==> config.mk <==
export PLATFORM = sky130hd
export DESIGN_NAME = multdiv_sequencer
export DESIGN_NICKNAME = d
export VERILOG_FILES = /design/src/rtl/multdiv_sequencer.sv
export SDC_FILE = /design/constraint.sdc
export NUM_CORES = 1
export LEC_CHECK = 0
export CORE_MARGIN = 4
export CORE_UTILIZATION = 25
export CTS_BUF_LIST = sky130_fd_sc_hd__clkbuf_16
export CTS_CLUSTER_DIAMETER = 40
export DETAILED_ROUTE_END_ITERATION = 7
export PLACE_DENSITY_LB_ADDON = 0.05
export SYNTH_ARGS = -nofsm -noshare
export SYNTH_HDL_FRONTEND = slang
export SYNTH_SLANG_ARGS = --single-unit
==> constraint.sdc <==
create_clock -name clock -period 2.2 [get_ports clock]
set_input_delay 0.55 -clock clock [delete_from_list [all_inputs] [get_ports clock]]
set_output_delay 0.55 -clock clock [all_outputs]
set_load 0.01 [all_outputs]
==> src/rtl/multdiv_sequencer.sv <==
// multdiv_sequencer
//
// Control sequencer for the shared multiply/divide datapath. A one-cycle
// start pulse from execute moves the FSM through LOAD, then a fixed number
// of iteration steps (radix-4 Booth multiply or non-restoring divide),
// then a single DONE cycle that pulses data_resultRDY. A zero divisor seen
// in LOAD skips the iterations and reports data_exception in DONE.
//
// Ports:
//   clock, reset        rising-edge clock, asynchronous active-low reset
//   ctrl_MULT/ctrl_DIV  start pulses; MULT wins if both arrive together
//   divisor_zero        datapath flag sampled in LOAD for divides
//   booth_bits          multiplier window {q[1], q[0], q[-1]} during MULT
//   rem_neg             partial remainder sign during DIV
//   load                datapath latches operands (LOAD state)
//   shift_en            one iteration step (MULT or DIV state)
//   booth_op            {sub, x2, en} add/subtract M or 2M
//   div_sub             subtract divisor this step when 1, add when 0
//   busy                pipeline stall while LOAD/MULT/DIV
//   data_resultRDY      one-cycle result-valid pulse (DONE state)
//   data_exception      divide-by-zero, valid with data_resultRDY
//   count               iterations completed, cleared in LOAD, saturating

module multdiv_sequencer #(
    parameter int MULT_STEPS = 16,
    parameter int DIV_STEPS  = 32,
    parameter int CNT_W      = 6
) (
    input  logic             clock,
    input  logic             reset,
    input  logic             ctrl_MULT,
    input  logic             ctrl_DIV,
    input  logic             divisor_zero,
    input  logic [2:0]       booth_bits,
    input  logic             rem_neg,
    output logic             load,
    output logic             shift_en,
    output logic [2:0]       booth_op,
    output logic             div_sub,
    output logic             busy,
    output logic             data_resultRDY,
    output logic             data_exception,
    output logic [CNT_W-1:0] count
);

    typedef enum logic [2:0] {
        S_IDLE,
        S_LOAD,
        S_MULT,
        S_DIV,
        S_DONE
    } state_t;

    localparam logic [CNT_W-1:0] MULT_LAST = CNT_W'(MULT_STEPS - 1);
    localparam logic [CNT_W-1:0] DIV_LAST  = CNT_W'(DIV_STEPS - 1);

    state_t           state_q, state_d;
    logic             op_div_q, op_div_d;
    logic             exc_q, exc_d;
    logic [CNT_W-1:0] count_q, count_d;
    logic [CNT_W-1:0] count_inc;

    // Moore outputs are registered from the next-state decode so they line
    // up exactly with the state they describe.
    logic load_q, busy_q, rdy_q, exc_out_q, mult_act_q, div_act_q;

    assign count_inc = (count_q == {CNT_W{1'b1}}) ? count_q : count_q + 1'b1;

    // Next-state logic. IDLE and DONE both accept a new start so a result
    // cycle can be followed immediately by the next LOAD.
    always_comb begin
        state_d  = state_q;
        op_div_d = op_div_q;
        exc_d    = exc_q;
        count_d  = count_q;
        unique case (state_q)
            S_IDLE, S_DONE: begin
                state_d = S_IDLE;
                if (ctrl_MULT) begin
                    state_d  = S_LOAD;
                    op_div_d = 1'b0;
                end else if (ctrl_DIV) begin
                    state_d  = S_LOAD;
                    op_div_d = 1'b1;
                end
            end
            S_LOAD: begin
                count_d = '0;
                exc_d   = 1'b0;
                if (!op_div_q) begin
                    state_d = S_MULT;
                end else if (divisor_zero) begin
                    state_d = S_DONE;
                    exc_d   = 1'b1;
                end else begin
                    state_d = S_DIV;
                end
            end
            S_MULT: begin
                count_d = count_inc;
                if (count_q == MULT_LAST) state_d = S_DONE;
            end
            S_DIV: begin
                count_d = count_inc;
                if (count_q == DIV_LAST) state_d = S_DONE;
            end
            default: state_d = S_IDLE;
        endcase
    end

    always_ff @(posedge clock or negedge reset) begin
        if (!reset) begin
            state_q    <= S_IDLE;
            op_div_q   <= 1'b0;
            exc_q      <= 1'b0;
            count_q    <= '0;
            load_q     <= 1'b0;
            busy_q     <= 1'b0;
            rdy_q      <= 1'b0;
            exc_out_q  <= 1'b0;
            mult_act_q <= 1'b0;
            div_act_q  <= 1'b0;
        end else begin
            state_q    <= state_d;
            op_div_q   <= op_div_d;
            exc_q      <= exc_d;
            count_q    <= count_d;
            load_q     <= (state_d == S_LOAD);
            busy_q     <= (state_d == S_LOAD) || (state_d == S_MULT) || (state_d == S_DIV);
            rdy_q      <= (state_d == S_DONE);
            exc_out_q  <= (state_d == S_DONE) && exc_d;
            mult_act_q <= (state_d == S_MULT);
            div_act_q  <= (state_d == S_DIV);
        end
    end

    // Booth recoding of the window {q1,q0,q-1}: 011 means +2M, 100 means -2M,
    // mixed patterns mean +/-M, and the uniform patterns mean no add.
    logic [2:0] booth_dec;
    always_comb begin
        booth_dec = 3'b000;
        unique case (booth_bits)
            3'b000, 3'b111: booth_dec = 3'b000;
            3'b001, 3'b010: booth_dec = 3'b001;
            3'b011:         booth_dec = 3'b011;
            3'b100:         booth_dec = 3'b111;
            3'b101, 3'b110: booth_dec = 3'b101;
            default:        booth_dec = 3'b000;
        endcase
    end

    assign load           = load_q;
    assign busy           = busy_q;
    assign shift_en       = mult_act_q | div_act_q;
    assign booth_op       = mult_act_q ? booth_dec : 3'b000;
    assign div_sub        = div_act_q & ~rem_neg;
    assign data_resultRDY = rdy_q;
    assign data_exception = exc_out_q;
    assign count          = count_q;

endmodule

Word-level counts from Yosys, hierarchy flattened:

Memories as Yosys holds them, arrays and structs flattened.
Cells that the tools add are included.

* memories kept: 1
* bits of input ports: 9
* flip-flop bits (word level): 17
* word-level logic and storage cells: 52
* ROM bits: 24

Memory list
* (no name shown): words 8, bits a word 3, rd ports 1, clocked after memory_dff 0, wr ports 0, line 142 `unique case (booth_bits)`

* multiplexer cells: 15
* bitwise operators: 3
* equality and inequality tests: 12
* add/subtract/negate cells: 1
* reduce and logical (&&, ||, !) cells: 10

Operators with widths (count)
* $mux W3: 5
* $eq A3 B2 Y1 const B: 4
* $pmux W3 S4: 1
* $pmux W6 S2: 1
* $mux W1: 7
* $add A6 B1 Y6 const B: 1
* $eq A3 B1 Y1 const B: 2
* $eq A3 B3 Y1 const B: 2
* $eq A6 B4 Y1 const B: 1
* $eq A6 B5 Y1 const B: 1
* $eq A6 B6 Y1 const B: 1
* $mux W6: 1
* $reduce_and A2 Y1: 2
* $reduce_bool A2 Y1: 2
* $reduce_or A2 Y1: 2
* $logic_not A3 Y1: 1
* $logic_or A1 B1 Y1: 2
* $ne A2 B2 Y1 const B: 1
* $and A1 B1 Y1: 1
* $logic_and A1 B1 Y1: 1
* $not A1 Y1: 1
* $or A1 B1 Y1: 1

Longest topological paths before layout:

Gate-level depths: netlist (run 1).

* depth in word-level cells: 6
* depth in mapped cells: 5

Least setup slack after synthesis (run 1):

OpenSTA, ideal clock, no wires.

* kind: reg-to-reg
* start point: register count_q[0] (netlist: count[0])
* end point: register count_q[1] (netlist: count[1])
* period minus slack after synthesis: 1.646 ns
* path slack: 0.554 ns
* data required time: 2.079 ns
* path buffers: 0
* arrival time: 1.525 ns
* cell stages (with the launch flop): 6
* library setup time: 0.121 ns
* cells stage by stage: dfrtp_1 > ha_1 > nand3_1 > or2_4 > mux2_4 > a22o_1

* word-level cells in the longest chain between the ends: 3
* elaborated cells between the ends (all ways): 6
* classes of those cells: 1 x add/sub; 2 x eq/ne; 2 x mux; 1 x reduce/logical

RTL lines
* from (decl): line 60 `logic [CNT_W-1:0] count_q, count_d;`
* from (signal assigned): line 127 `count_q <= count_d;`
* $add A6 B1 Y6 or $eq A6 B6 Y1 (tied branches): line 67 `assign count_inc = (count_q == {CNT_W{1'b1}}) ? count_q : count_q + 1'b1;`
* $mux W6 or $ne A2 B2 Y1 (tied branches)
* $pmux W6 S2 or $reduce_and A2 Y1 (tied branches)

Parallel ways exist; a longest one is shown, timed or not. The select of a mux whose other input is x is not followed.
A chain may end at the register's enable or synchronous reset.

Final worst setup path (run 1):

* start point: input booth_bits[0]
* end point: output booth_op[2]

* word-level cells in the longest chain between the ends: 2

RTL lines
* from (decl): line 34 `input logic [2:0] booth_bits,`
* $mem_v2 Z8 W3
* $mux W3: line 155 `assign booth_op = mult_act_q ? booth_dec : 3'b000;`
* to (decl): line 38 `output logic [2:0] booth_op,`

Every way passes these cells.

==> results.cfg, run 1 <==
[global_routing]
antenna_found_initial = 0
groute.usage.overall = 0.101
grt_max_degree = 18
grt_pass1_vias = 768
overflow = 0
grt_pass1_wl_um = 3440

[clocking]
clk_path_buf_depth = 2
holdBufCountCts = 0
cts_buffers = 3
clk_pin_slew_worst_paths_ns = 0.05
cts_tree = built
cts-root-buf = clkbuf_16
clock_sinks = 17
cts_max_level = 1
clock_latency_ns = 0.24

[floorplanning]
rows = 21
die_w_um = 67.2
dieArea_um2 = 4510
start_util = 0.260
die_h_um = 67.2
ios = 24
core_um2 = 3360

[synthesis]
synth-xor-area-share = 0.0100
synth.top_cells.by_count = 17 x dfrtp_1, 8 x nand2_1, 8 x nor2_1, 5 x nor2b_1, 4 x a21oi_1
yosysMostFrequentCell = dfrtp_1
synth_area_leaders = dfrtp_1 49%, nor2b_1 3.6%, nand2_1 3.4%
yosys_most_used_dff = dfrtp_1
syn_inst = 89
synth_compound_area_frac = 0.171
synth_simple_gate_area_frac = 0.244
synth.area.mux_share = 0.0429
synth_top_family_by_area = simple AND/OR/NAND/NOR gates
synth-seq-area-share = 0.486
synthesis.nets = 99
synth_top_area_share = 0.486
synth_warnings = 0
avgSynthCellArea_um2 = 9.84
yosysUniqueCellTypes = 35
synth-async-reset-ratio = 1.00
synth-seq-cells = 17
synth.cell_area_um2 = 876
synth_edf_count = 0
yosysTopAreaCell = dfrtp_1
synth_fa_ha_area_frac = 0.0143

[timing]
finalMaxSlewViolations = 0
final_hold_viol_count = 0
relSlewSlack = 0.686
post-route-period-util = 0.979
worst-slew-pin-transition_ns = 0.471
setup_viol = 0
finClkSkew_ns = 0.00219
fin_ws_ns = 0.0464
period_needed_ns = 2.15
max_freq_mhz = 464

[place]
io_buffer_count = 23
dpl.hpwl_um = 1430
place.gp.congestion = 0.711
dpl-instance-area_um2 = 1150
pre_cts_slack_ns = -0.266

[route]
drt-pass1-iter-count = 4
drc_errors = 0
vias = 749
drt_wl_total_um = 2020
viasPerCell = 4.68
drt_first_iter_violations = 21
post_drt_wl_per_cell_um = 12.6
drtAntennaViolNets = 0

[run]
cap_violations = 0

[power_and_ir_drop]
total_leakage_power_nw = 0.558
peakVddDrop_uv = 415
p_per_area_nw_per_um2 = 1330

[setup_path]
cp-start-kind = primary input
required_ns = 1.65
criticalPathCategory = in2out
worstPathArrival_ns = 1.60
endpoint_kind = output port
path_max_fanout = 3

[layout]
drive_above_1_share = 0.140
antenna_cells = 0
area_growth_pct = 41.4
fin_area_um2 = 1240
layout.nets = 125

[min_path]
hold_path.class = reg2reg

[run_status]
status = complete, no violations
[final timing paths]
check,startpoint,end,slack [ns],cells past startpoint
max,booth_bits[0],booth_op[2],0.05,4
min,exc_q$_DFF_PN0_,exc_q$_DFF_PN0_,0.49,2
max reg2reg,count[0]$_DFFE_PN0P_,count[1]$_DFFE_PN0P_,0.48,5
min reg2reg,exc_q$_DFF_PN0_,exc_q$_DFF_PN0_,0.49,2
max in group asynchronous,reset,div_act_q$_DFF_PN0_,1.38,2
min in group asynchronous,reset,mult_act_q$_DFF_PN0_,0.64,2
[through the flow]
| step | std cells | setup TNS (ns) | power [mW] | hold slack [ns] | util |
|---|---|---|---|---|---|
| after floorplan | 89 | 0 | 1.02 | 0.254 | - |
| after global placement | 156 | -0.543 | 1.32 | 0.477 | 0.343 |
| after detailed placement | 156 | -0.611 | 1.32 | 0.480 | 0.343 |
| after CTS | 160 | 0 | 1.67 | 0.491 | 0.366 |
| after global routing | 160 | -0.0139 | 1.79 | 0.514 | 0.368 |
| final | 160 | 0 | 1.65 | 0.487 | 0.368 |
[critical path: stages]
cell	delay, ns
clkdlybuf4s50_1	0.51
nand2_2	0.09
and3_1	0.17
dlygate4sd2_1	0.28
[sequential cells by signal, summed over array words and instances, names as in the netlist]
register	flops
exc_q	1
state_q	3
mult_act_q	1
div_act_q	1
busy	1
data_resultRDY	1
load	1
count	6
op_div_q	1
data_exception	1
[power breakdown]
group          internal [mW]  switching, mW
registers              0.438          0.167
logic                  0.408          0.282
clock network          0.241          0.114
total                   1.09          0.563
[layout make-up]
type,instances,area [um^2]
multi-input cells,66,434
inverters,3,11.3
clock inverters,1,3.75
clock buffers,3,75.1
fillers,371,2120
flip-flops and latches,17,425
repair buffers,24,231
well taps,46,57.6
[kinds of logic after synthesis]
| kind of cell | after synthesis |
|---|---|
| and+or+nand+nor | 40 |
| muxes | 3 |
| buffers and inverters | 6 |
| xor gates and xnor gates | 1 |
| AOI/OAI and AO/OA | 21 |
| adders and majority gates | 1 |
| DFF | 17 |
[metal layers]
metal,wire length [um],GRT usage,vias to the layer above,share of wire
li1,-,-,368,-
met1,959,0.124,354,0.48
met2,888,0.163,23,0.44
met3,132,0.0283,4,0.065
met4,38,0.0456,0,0.019
met5,0,0,-,0
[layout by cell type, fill, tap and decap left out, types with 3 or more instances in the layout]
cell	n
clkdlybuf4s50_1	18
dfrtp_1	17
nand2_1	7
nor2_1	6
nor2b_1	5
inv_1	4
a21oi_1	3
nor3_1	3
o22a_1	3
a22o_1	3
clkbuf_16	3
[what timing repair did]
item / in CTS / in global routing
hold endpoints to repair: 0 / 0
setup buffers: 0 / 0
resized for setup: 3 / 11
endpoints found under the setup margin: 3 / 3
Power figures use the tool's default switching activity.
==> inputs of run 2 (changes only) <==
--- a/config.mk
+++ b/config.mk
@@ -10,6 +10,7 @@
 export CTS_BUF_LIST = sky130_fd_sc_hd__clkbuf_16
 export CTS_CLUSTER_DIAMETER = 40
 export DETAILED_ROUTE_END_ITERATION = 7
+export DONT_BUFFER_PORTS = 1
 export PLACE_DENSITY_LB_ADDON = 0.05
 export SYNTH_ARGS = -nofsm -noshare
 export SYNTH_HDL_FRONTEND = slang
==> run 2 against run 1 <==
  * First-iteration DRC count stayed put
  * Maximum frequency grew 20%
  * Register-to-register slack got worse by 0.07 ns
  * Critical path depth is 1 higher
  * Clock power increased by 3%
  * Sequential power increased by 7.4%
  * Worst hold slack got worse by 0.11 ns
  * Largest cell class is now flip-flops and latches
  * Largest power group is now registers
==> results.cfg, run 2 (synthesis gave the netlist of run 1 again) <==
[run_status]
status = complete, no violations

[timing]
fin_ws_ns = 0.411
whs_ns = 0.382
final_hold_viol_count = 0
rsz0062_at_grt = no
post-route-period-util = 0.813
finClkSkew_ns = 0.00388
tns_ns = 0
worst-slew-pin-transition_ns = 0.832
finalMaxSlewViolations = 0
relSlewSlack = 0.444
period_needed_ns = 1.79
setup_viol = 0
max_freq_mhz = 559

[global_routing]
grt_max_degree = 18
groute.usage.overall = 0.0987
grt_pass1_wl_um = 3230
grt_pass1_vias = 660
overflow = 0
antenna_found_initial = 0

[power_and_ir_drop]
pwr-share-comb = 0.316
switching_power_mw = 0.554
seq_power_share = 0.437
total_leakage_power_nw = 0.440
peakVddDrop_uv = 384
power.share.switching = 0.372
p_per_area_nw_per_um2 = 1480
power_mw = 1.49
p_int_mw = 0.933
p_clk_frac = 0.247

[clocking]
clk_pin_slew_worst_paths_ns = 0.05
clock_latency_ns = 0.25
cts_max_level = 1
cts.repair.resized = 0
clk_path_buf_depth = 2
cts_tree = built
cts_buffers = 3
clock_sinks = 17
cts-root-buf = clkbuf_16

[place]
io_buffer_count = 0
place.gp.congestion = 0.753
dpl.hpwl_um = 1420
dp_cells = 132
pre_cts_slack_ns = 0.437
dpl-instance-area_um2 = 917

[min_path]
hold_start = ctrl_MULT
hold_end = op_div_q$_DFFE_PN0P_
whs_path_depth = 1
hold_path.class = in2reg

[layout]
largest_reg_flops = 6
layout.nets = 102
area_growth_pct = 14.9
utilization = 0.299
antenna_cells = 0
drive_above_1_share = 0.0989
final_common_cell = dfrtp_1
fillers = 364
fin_area_um2 = 1010
fin_cells = 137
most-common-layout-cells = 17 x dfrtp_1, 8 x nand2_1, 8 x nor2_1

[floorplanning]
die_h_um = 67.2
dieArea_um2 = 4510
rows = 21
core_um2 = 3360
die_w_um = 67.2
start_util = 0.260
ios = 24

[route]
drt_first_iter_violations = 21
drc_errors = 0
viasPerCell = 4.77
drtAntennaViolNets = 0
drt-pass1-iter-count = 2
drt_wl_total_um = 2000
post_drt_wl_per_cell_um = 14.6
vias = 654

[setup_path]
cp-start-kind = flip-flop
crit_buf_inv = 0
criticalPathCategory = reg2reg
required_ns = 2.34
crit_slowest_cell = dfrtp_1
r2r_end = count[1]$_DFFE_PN0P_
r2r_setup_slack_ns = 0.41
crit_chain = ha_1 -> nand3_1 -> or2_4 -> mux2_4 -> a22o_1
r2r_start = count[0]$_DFFE_PN0P_
ff2ff_path_depth = 5
worstPathArrival_ns = 1.93
critical-path-top-delay-family = flip-flops
slowest_delay_ns = 0.48
path_max_fanout = 6
endpoint_kind = flip-flop

[run]
cap_violations = 0
-- run 2: cell count changes in the layout (fill, tap and decap cells not counted), moves of 2 or more --
cell and change:
clkdlybuf4s50_1 -18, dlymetal6s2s_1 -2, clkbuf_2 -2, nor2_1 +2, nor2_2 -2
-- run 2: how the worst max path moves through the flow --
stage	depth (start not counted)	start	to	slack, ns
5_1_grt	5	count[0]$_DFFE_PN0P_	count[1]$_DFFE_PN0P_	0.31
3_5_place_dp	5	count[0]$_DFFE_PN0P_	count[1]$_DFFE_PN0P_	0.44
4_1_cts	5	count[0]$_DFFE_PN0P_	count[1]$_DFFE_PN0P_	0.42
3_3_place_gp	5	count[1]$_DFFE_PN0P_	count[1]$_DFFE_PN0P_	0.46
6_report	5	count[0]$_DFFE_PN0P_	count[1]$_DFFE_PN0P_	0.41
2_1_floorplan	5	count[0]$_DFFE_PN0P_	count[1]$_DFFE_PN0P_	0.55
-- run 2: power groups by stage --
stage	Combinational (mW)	Clock (mW)	Sequential, mW
after CTS	0.479	0.381	0.654
after detailed placement	0.465	0	0.660
after global routing	0.540	0.391	0.682
final	0.470	0.367	0.650
after global placement	0.469	0	0.661
after floorplan	0.449	0	0.576
-- run 2: repair_timing --
item | CTS | global route
endpoints found under the hold margin | 17 | 0
hold buffers | 1 | 0
buffers inserted | 0 | 0
-- run 2: area by class of cell --
class                   instances  area [um^2]  share of cell area
flip-flops and latches         17          425               0.423
repair buffers                  1         10.0             0.00995
clock buffers                   3         75.1              0.0746
clock inverters                 1         3.75             0.00373
well taps                      46         57.6              0.0572
multi-input cells              66          423               0.420
inverters                       3         11.3              0.0112
-- run 2: metal layers --
layer / wire [um] / share of wire / track usage / vias up
li1: - / - / - / 322
met1: 906 / 0.45 / 0.122 / 307
met2: 892 / 0.45 / 0.144 / 20
met3: 168 / 0.084 / 0.0449 / 5
met4: 36 / 0.018 / 0.0506 / 0
met5: 0 / 0 / 0 / -
==> inputs of run 3 (changes only) <==
==> constraint.sdc (replaced) <==
create_clock -name clock -period 1.5 [get_ports clock]
set_input_delay 0.375 -clock clock [delete_from_list [all_inputs] [get_ports clock]]
set_output_delay 0.375 -clock clock [all_outputs]
set_load 0.01 [all_outputs]
==> run 3 against run 2 <==
  * Global-route usage grew 0.60 points
  * Flip-flop and latch count stayed put
  * Combinational power rose by 130%
  * Routed wire length is 3.9% higher
  * Sequential share of layout area shrank 4.8 points
  * First-iteration DRC count down 48%
  * Via count is 9.5% higher
  * Die area unchanged
  * Worst hold slack got worse by 0.17 ns
  * Maximum frequency grew 22%
  * Critical endpoint unchanged
==> results.cfg, run 3 (synthesis gave the netlist of run 1 again) <==
[setup_path]
required_ns = 1.63
setup.worst_path.start = count[0]$_DFFE_PN0P_
worstPathArrival_ns = 1.60
crit_chain = ha_4 -> nand3_2 -> or2_4 -> mux2_4 -> a22o_1
path_max_fanout = 4
crit_buf_inv = 0
cp-start-kind = flip-flop
r2r_start = count[0]$_DFFE_PN0P_
endpoint_kind = flip-flop
critical-path-top-delay-family = flip-flops
criticalPathCategory = reg2reg
crit_slowest_cell = dfrtp_2
slowest_delay_ns = 0.39

[layout]
largest_reg_flops = 6
area_growth_pct = 30.3
most-common-layout-cells = 15 x dfrtp_1, 13 x buf_4, 8 x nand2_1, 8 x nor2_1, 5 x nor2b_1
antenna_cells = 0
final_common_cell = dfrtp_1
layout.nets = 115
fillers = 373
drive_above_1_share = 0.288
seq_area_um2 = 428
fin_cells = 150
utilization = 0.339
multi_input_area_um2 = 457

[global_routing]
grt_pass1_wl_um = 3460
overflow = 0
groute.usage.overall = 0.105
grt_pass1_vias = 750
antenna_found_initial = 0
grt_max_degree = 18

[timing]
finClkSkew_ns = 0.00131
period_needed_ns = 1.47
final_hold_viol_count = 0
max_freq_mhz = 680
whs_ns = 0.211
relSlewSlack = 0.463
finalMaxSlewViolations = 0
worst-slew-pin-transition_ns = 0.803
setup_viol = 0
rsz0062_at_grt = yes
post-route-period-util = 0.981

[place]
io_buffer_count = 0
dpl.hpwl_um = 1570
place.gp.congestion = 0.758
dp_cells = 145

[clocking]
cts_tree = built
clock_sinks = 17
cts_setup_buffers = 0
cts-root-buf = clkbuf_16
clk_path_buf_depth = 2
cts_buffers = 3
clk_pin_slew_worst_paths_ns = 0.05
clock_latency_ns = 0.24
cts_max_level = 1

[floorplanning]
ios = 24
die_h_um = 67.2
rows = 21
core_um2 = 3360
die_w_um = 67.2
start_util = 0.260
dieArea_um2 = 4510

[min_path]
hold_path.class = in2reg
hold_start = ctrl_MULT

[run]
cap_violations = 0

[route]
drt_first_iter_violations = 11
drt_wl_total_um = 2080
vias = 716
post_drt_wl_per_cell_um = 13.9
drc_errors = 0
drt-pass1-iter-count = 4
drtAntennaViolNets = 0
viasPerCell = 4.77

[power_and_ir_drop]
power_mw = 2.46
total_leakage_power_nw = 0.507
p_per_area_nw_per_um2 = 2160
peakVddDrop_uv = 743

[run_status]
status = complete, no violations
## run 3: worst reg2reg max path: stages, from the launching register on
cell and delay [ns]:
dfrtp_2 0.39, ha_4 0.15, nand3_2 0.06, or2_4 0.26, mux2_4 0.30, a22o_1 0.21
## run 3: stage by stage
step,setup WS [ns],setup TNS [ns],cell area [um^2]
4_1_cts,0.00306,0,1130
2_1_floorplan,-0.0306,-0.0334,900
3_5_place_dp,0.0101,0,1040
5_1_grt,-0.0173,-0.0391,1140
6_report,0.0284,0,1140
3_3_place_gp,0.0249,0,1040
## run 3: power by group
group          internal, mW  total [mW]  switching (mW)
logic                 0.577        1.10           0.523
registers             0.650       0.834           0.183
clock network         0.356       0.530           0.173
## run 3: repair_timing
item / in CTS / in global routing
resized for setup: 0 / 2
hold endpoints to repair: 17 / 0
hold buffers: 1 / 0
endpoints found under the setup margin: 0 / 4
## run 3: path summary, 6_finish.rpt
check	endpoint	slack, ns	cells past startpoint
max in group asynchronous	count[0]$_DFFE_PN0P_	0.28	1
worst min-delay path	op_div_q$_DFFE_PN0P_	0.21	1
min in group asynchronous	data_exception$_DFF_PN0_	0.67	1
worst max-delay path	count[1]$_DFFE_PN0P_	0.03	5
worst min register to register	exc_q$_DFF_PN0_	0.49	2
worst max register to register	count[1]$_DFFE_PN0P_	0.03	5
## run 3: layer usage
metal  GRT usage  routed length (um)
met1       0.121                 887
met2       0.161                 978
met3      0.0532                 187
met4      0.0481                  29
met5           0                   0
## run 3: final cells by class
type / count / share of cell area
multi-input combinational: 66 / 0.400
sequential: 17 / 0.375
timing repair buffer: 14 / 0.0943
clock buffer: 3 / 0.0658
tap: 46 / 0.0504
inverter: 3 / 0.00987
clock inverter: 1 / 0.00439
